===== src/rtl/mux_rr_arbiter.sv =====
// mux_rr_arbiter
//   Round-robin arbiter for four requesters (A..D) that also drives the
//   select lines of a downstream 4:1 mux. A grant is held while its
//   requester keeps asking, but it is handed over after MAX_HOLD cycles
//   if somebody else is waiting. Hand-over happens without an idle cycle.
//
// Parameters
//   MAX_HOLD : cycles a grant may be held while another requester waits (1-15)
// Ports
//   CLK   in   system clock, rising edge
//   RST   in   asynchronous active-high reset
//   REQ   in   [3:0] requests, bit0=A, bit1=B, bit2=C, bit3=D
//   GNT   out  [3:0] registered one-hot grant (zero when idle)
//   VALID out  registered, high while a grant is active
//   S1    out  registered mux select high bit (A=11, B=10, C=01, D=00)
//   S0    out  registered mux select low bit
module mux_rr_arbiter #(
  parameter int unsigned MAX_HOLD = 4
) (
  input  logic       CLK,
  input  logic       RST,
  input  logic [3:0] REQ,
  output logic [3:0] GNT,
  output logic       VALID,
  output logic       S1,
  output logic       S0
);

  typedef enum logic {
    IDLE = 1'b0,
    BUSY = 1'b1
  } state_t;

  localparam logic [3:0] HOLD_LAST = 4'(MAX_HOLD - 1);

  state_t     state_r, state_s;
  logic [1:0] ptr_r, ptr_s;    // round-robin start index
  logic [1:0] idx_r, idx_s;    // index currently granted
  logic [3:0] cnt_r, cnt_s;    // cycles the current grant has been held
  logic [3:0] gnt_r, gnt_s;
  logic       valid_r, valid_s;
  logic [1:0] sel_r, sel_s;    // {S1,S0}

  logic [2:0] win_s;           // {found, index} searching REQ from ptr_r
  logic [2:0] next_win_s;      // {found, index} searching others from idx_r+1
  logic [3:0] others_s;        // pending requests other than the granted one
  logic [1:0] ptr_inc_s;
  logic       release_s;

  // First set bit of req, scanning start, start+1, ... modulo 4.
  // Returns {found, index}.
  function automatic logic [2:0] pick(input logic [3:0] req, input logic [1:0] start);
    logic [2:0] res;
    logic [1:0] idx;
    res = 3'b000;
    for (int k = 0; k < 4; k++) begin
      idx = start + 2'(k);
      if (!res[2] && req[idx]) begin
        res = {1'b1, idx};
      end
    end
    return res;
  endfunction

  // Select lines are the bitwise complement of the index (A=0 -> 11 ... D=3 -> 00).
  function automatic logic [1:0] sel_of(input logic [1:0] idx);
    return ~idx;
  endfunction

  // Next-state and next-output computation.
  always_comb begin
    state_s    = state_r;
    ptr_s      = ptr_r;
    idx_s      = idx_r;
    cnt_s      = cnt_r;
    gnt_s      = gnt_r;
    sel_s      = sel_r;
    ptr_inc_s  = idx_r + 2'd1;
    others_s   = REQ & ~(4'b0001 << idx_r);
    win_s      = pick(REQ, ptr_r);
    // The released index sits last in the order from idx_r+1 and is masked
    // out anyway, so it can never win its own hand-over.
    next_win_s = pick(others_s, ptr_inc_s);
    release_s  = 1'b0;

    case (state_r)
      IDLE: begin
        if (win_s[2]) begin
          state_s = BUSY;
          idx_s   = win_s[1:0];
          cnt_s   = 4'd0;
          gnt_s   = 4'b0001 << win_s[1:0];
          sel_s   = sel_of(win_s[1:0]);
        end else begin
          gnt_s   = 4'b0000;
          cnt_s   = 4'd0;
        end
      end
      BUSY: begin
        release_s = !REQ[idx_r] || ((cnt_r == HOLD_LAST) && (others_s != 4'b0000));
        if (release_s) begin
          ptr_s = ptr_inc_s;
          cnt_s = 4'd0;
          if (next_win_s[2]) begin
            idx_s = next_win_s[1:0];
            gnt_s = 4'b0001 << next_win_s[1:0];
            sel_s = sel_of(next_win_s[1:0]);
          end else begin
            state_s = IDLE;
            gnt_s   = 4'b0000;
          end
        end else if (cnt_r != HOLD_LAST) begin
          cnt_s = cnt_r + 4'd1;
        end else begin
          cnt_s = cnt_r;
        end
      end
      default: begin
        state_s = IDLE;
        gnt_s   = 4'b0000;
        cnt_s   = 4'd0;
      end
    endcase

    valid_s = (gnt_s != 4'b0000);
  end

  // State, pointer, counter and output registers.
  always_ff @(posedge CLK or posedge RST) begin
    if (RST) begin
      state_r <= IDLE;
      ptr_r   <= 2'd0;
      idx_r   <= 2'd0;
      cnt_r   <= 4'd0;
      gnt_r   <= 4'b0000;
      valid_r <= 1'b0;
      sel_r   <= 2'b00;
    end else begin
      state_r <= state_s;
      ptr_r   <= ptr_s;
      idx_r   <= idx_s;
      cnt_r   <= cnt_s;
      gnt_r   <= gnt_s;
      valid_r <= valid_s;
      sel_r   <= sel_s;
    end
  end

  assign GNT   = gnt_r;
  assign VALID = valid_r;
  assign S1    = sel_r[1];
  assign S0    = sel_r[0];

endmodule


===== config.mk =====
export PLATFORM = sky130hd
export DESIGN_NAME = mux_rr_arbiter
export DESIGN_NICKNAME = d
export VERILOG_FILES = /design/src/rtl/mux_rr_arbiter.sv
export SDC_FILE = /design/constraint.sdc
export NUM_CORES = 1
export LEC_CHECK = 0
export CORE_UTILIZATION = 30
export CTS_BUF_LIST = sky130_fd_sc_hd__clkbuf_8
export DETAILED_ROUTE_END_ITERATION = 8
export GPL_ROUTABILITY_DRIVEN = 0
export PLACE_DENSITY = 0.58
export SETUP_SLACK_MARGIN = 0.02
export SYNTH_ARGS = -nofsm -noshare
export SYNTH_HDL_FRONTEND = slang
export SYNTH_SLANG_ARGS = --single-unit

===== constraint.sdc =====
create_clock -name CLK -period 5.8 [get_ports CLK]
set_input_delay 1.16 -clock CLK [delete_from_list [all_inputs] [get_ports CLK]]
set_output_delay 1.16 -clock CLK [all_outputs]
set_load 0.05 [all_outputs]

==> results.yml <==
outcome:
  status: "complete, no violations"
layout:
  layout-drive-gt1-share: 0.150
  nNetsFinal: 133
  syn_to_final_growth_pct: 21.0
  diodes: 0
  postLayoutCoreUtil: 0.396
  register_area_um2: 400
  fillers: 336
  multiInputGateArea_um2: 586
clock_tree:
  cts_setup_buffers: 0
  cts_hold_buf: 0
  cts_root_buffer: "clkbuf_8"
  cts_tree: "built"
  h-tree-depth: 1
  clock_latency_ns: 0.25
  clkTransAtPathRegs_ns: 0.06
  cts_max_path_buffers: 2
  clock_sink_count: 16
  cts_resized: 0
  cts-buffers-inserted: 3
sta:
  worst_slack_ns: 2.86
  drv_slew: 0
  finalClockSkew_ns: 0.00180
  rsz0062_at_grt: "no"
  tightest_slew_ns: 0.762
  setup_tns_ns: 0
  hold_violations: 0
  final.min_clock_period_ns: 2.94
  setup_viol: 0
  max_freq_mhz: 340
  slew_headroom: 0.491
  min_period_over_period: 0.507
synthesis:
  synth_edf_count: 0
  synth.distinct_cells: 38
  synth-main-ff-cell: "dfrtp_1"
  synth_largest_area_cell: "dfrtp_1"
  avgSynthCellArea_um2: 9.82
  synth_nets: 116
  yosysTopAreaCellShare: 0.388
  yosys_warnings: 0
  yosysMostFrequentCell: "dfrtp_1"
  netlist_instances: 105
  ys_top_cells_by_count: "dfrtp_1, inv_1, a21oi_1, nor2_1, ha_1"
  async_flop_share: 1.00
  synth_seq_cells: 16
  syn_area_um2: 1030
  synth_top_cells_by_area: "dfrtp_1, ha_1, a21oi_1"
  seq_area_frac_synth: 0.388
pwr:
  total_leakage_power_nw: 0.536
  p_per_area_nw_per_um2: 587
  ir_drop_v: 0.000385
route:
  wl_per_cell_um: 13.2
  wirelength_um: 2160
  vias: 831
  ant_nets: 0
  post-route-drc-count: 0
  drt_pre_antenna_iters: 4
  viasPerCell: 5.07
  first_iter_violations: 13
placed_design:
  dp_hpwl_um: 1720
  portBuffers: 12
  pre_cts_slack_ns: 2.62
worst_setup_path:
  cp-start-kind: "primary input"
  critPathRequiredTime_ns: 5.93
  reg2reg_from: "idx_r[0]"
  worstSetupEndpointType: "flip-flop"
  reg2regPathDepth: 7
  worst_ep_arrival_time_ns: 3.07
  r2r_end: "GNT[0]"
  crit_fanout: 7
  reg2reg_slack_ns: 3.42
  criticalPathCategory: "primary input to flip-flop"
global_route:
  grt_pass1_vias: 850
  grtUsageTotal: 0.145
  antenna_found_initial: 0
  grt_pass1_wl_um: 3930
  gr-total-overflow: 0
  grt_max_degree: 17
die:
  coreArea_um2: 3150
  die_w_um: 60.6
  initial_core_util: 0.327
  die_h_um: 60.6
  rows: 20
  top_level_ports: 13
  die_area_um2: 3670
worst_hold_path:
  min_delay_path_depth: 1
  hp-class: "flip-flop to flip-flop"
  hold_end: "sel_r[0]"
  hold_start: "sel_r[0]"
run:
  drv_cap: 0
critical path: stages:
cell             delay, ns
clkdlybuf4s50_1       0.61
nand2b_1              0.15
a311o_1               0.29
a31oi_1               0.39
inv_1                 0.11
a221o_1               0.36
routing by layer:
metal | track usage | vias to the layer above | share of wire
met1 | 0.202 | 399 | 0.49
met3 | 0.0384 | 3 | 0.037
met4 | 0.0390 | 0 | 0.0046
li1 | - | 415 | -
met5 | 0 | - | 0
met2 | 0.224 | 14 | 0.46
cell type report:
cell class | instances | share of cell area
multi-input cells | 77 | 0.469
flip-flops and latches | 16 | 0.321
repair buffers | 12 | 0.0963
well taps | 44 | 0.0441
inverters | 12 | 0.0361
clock buffers | 3 | 0.0331
cells in the final DEF (no fill, tap or decap), drive strengths merged, types with 2 or more instances in the layout:
cell	synthesis	layout
and3	2	2
clkdlybuf4s50	0	12
mux2i	3	3
nand3b	3	3
nand2	3	3
inv	12	12
nor2b	2	2
nand3	3	3
nor4	2	2
nor2	7	7
nor3b	2	2
o21ai	3	3
a221o	2	2
ha	5	5
clkbuf	0	3
or2b	3	3
a21oi	9	9
nand2b	4	4
nor3	3	3
mux2	3	3
o221ai	2	2
o211ai	2	2
dfrtp	16	16
state kept, by name, indices dropped and copies added, names as in the netlist:
register  flops
state_r       1
VALID         1
sel_r         2
GNT           4
idx_r         2
ptr_r         2
cnt_r         4
stage by stage:
| stage | cell area, um^2 | instances | hold slack, ns | total power [mW] |
|---|---|---|---|---|
| 3_5_place_dp | 1210 | 161 | 0.485 | 0.656 |
| 2_1_floorplan | 1030 | 105 | 0.517 | 0.538 |
| 3_3_place_gp | 1210 | 161 | 0.476 | 0.650 |
| 5_1_grt | 1250 | 164 | 0.534 | 0.794 |
| 4_1_cts | 1250 | 164 | 0.502 | 0.740 |
| 6_report | 1250 | 164 | 0.496 | 0.733 |
cells by family (layout without fill, tap and decap cells):
logic type,Yosys count,after routing,synth area share
compound gates,27,27,0.199
xor+xnor,1,1,0.00850
fa+ha+maj,5,5,0.0607
buf+inv,12,27,0.0437
flops,16,16,0.388
mux,7,7,0.0837
simple gates,37,37,0.216
worst max path at each step:
stage | from | end | slack (ns) | depth (start not counted)
CTS | REQ[2] | GNT[0] | 2.88 | 6
global route | REQ[2] | sel_r[1] | 2.73 | 6
floorplan | REQ[3] | ptr_r[0] | 3.41 | 5
global placement | REQ[2] | GNT[0] | 2.63 | 6
finish | REQ[2] | GNT[0] | 2.86 | 6
detailed placement | REQ[2] | GNT[0] | 2.62 | 6
power by group:
group / leakage [nW] / switching [mW] / total (mW) / internal, mW
clock: 0.0216 / 0.0350 / 0.0811 / 0.0460
sequential: 0.197 / 0.0440 / 0.202 / 0.158
combinational: 0.318 / 0.257 / 0.450 / 0.193
total: 0.536 / 0.336 / 0.733 / 0.397
(Power assumes the default switching activity.)
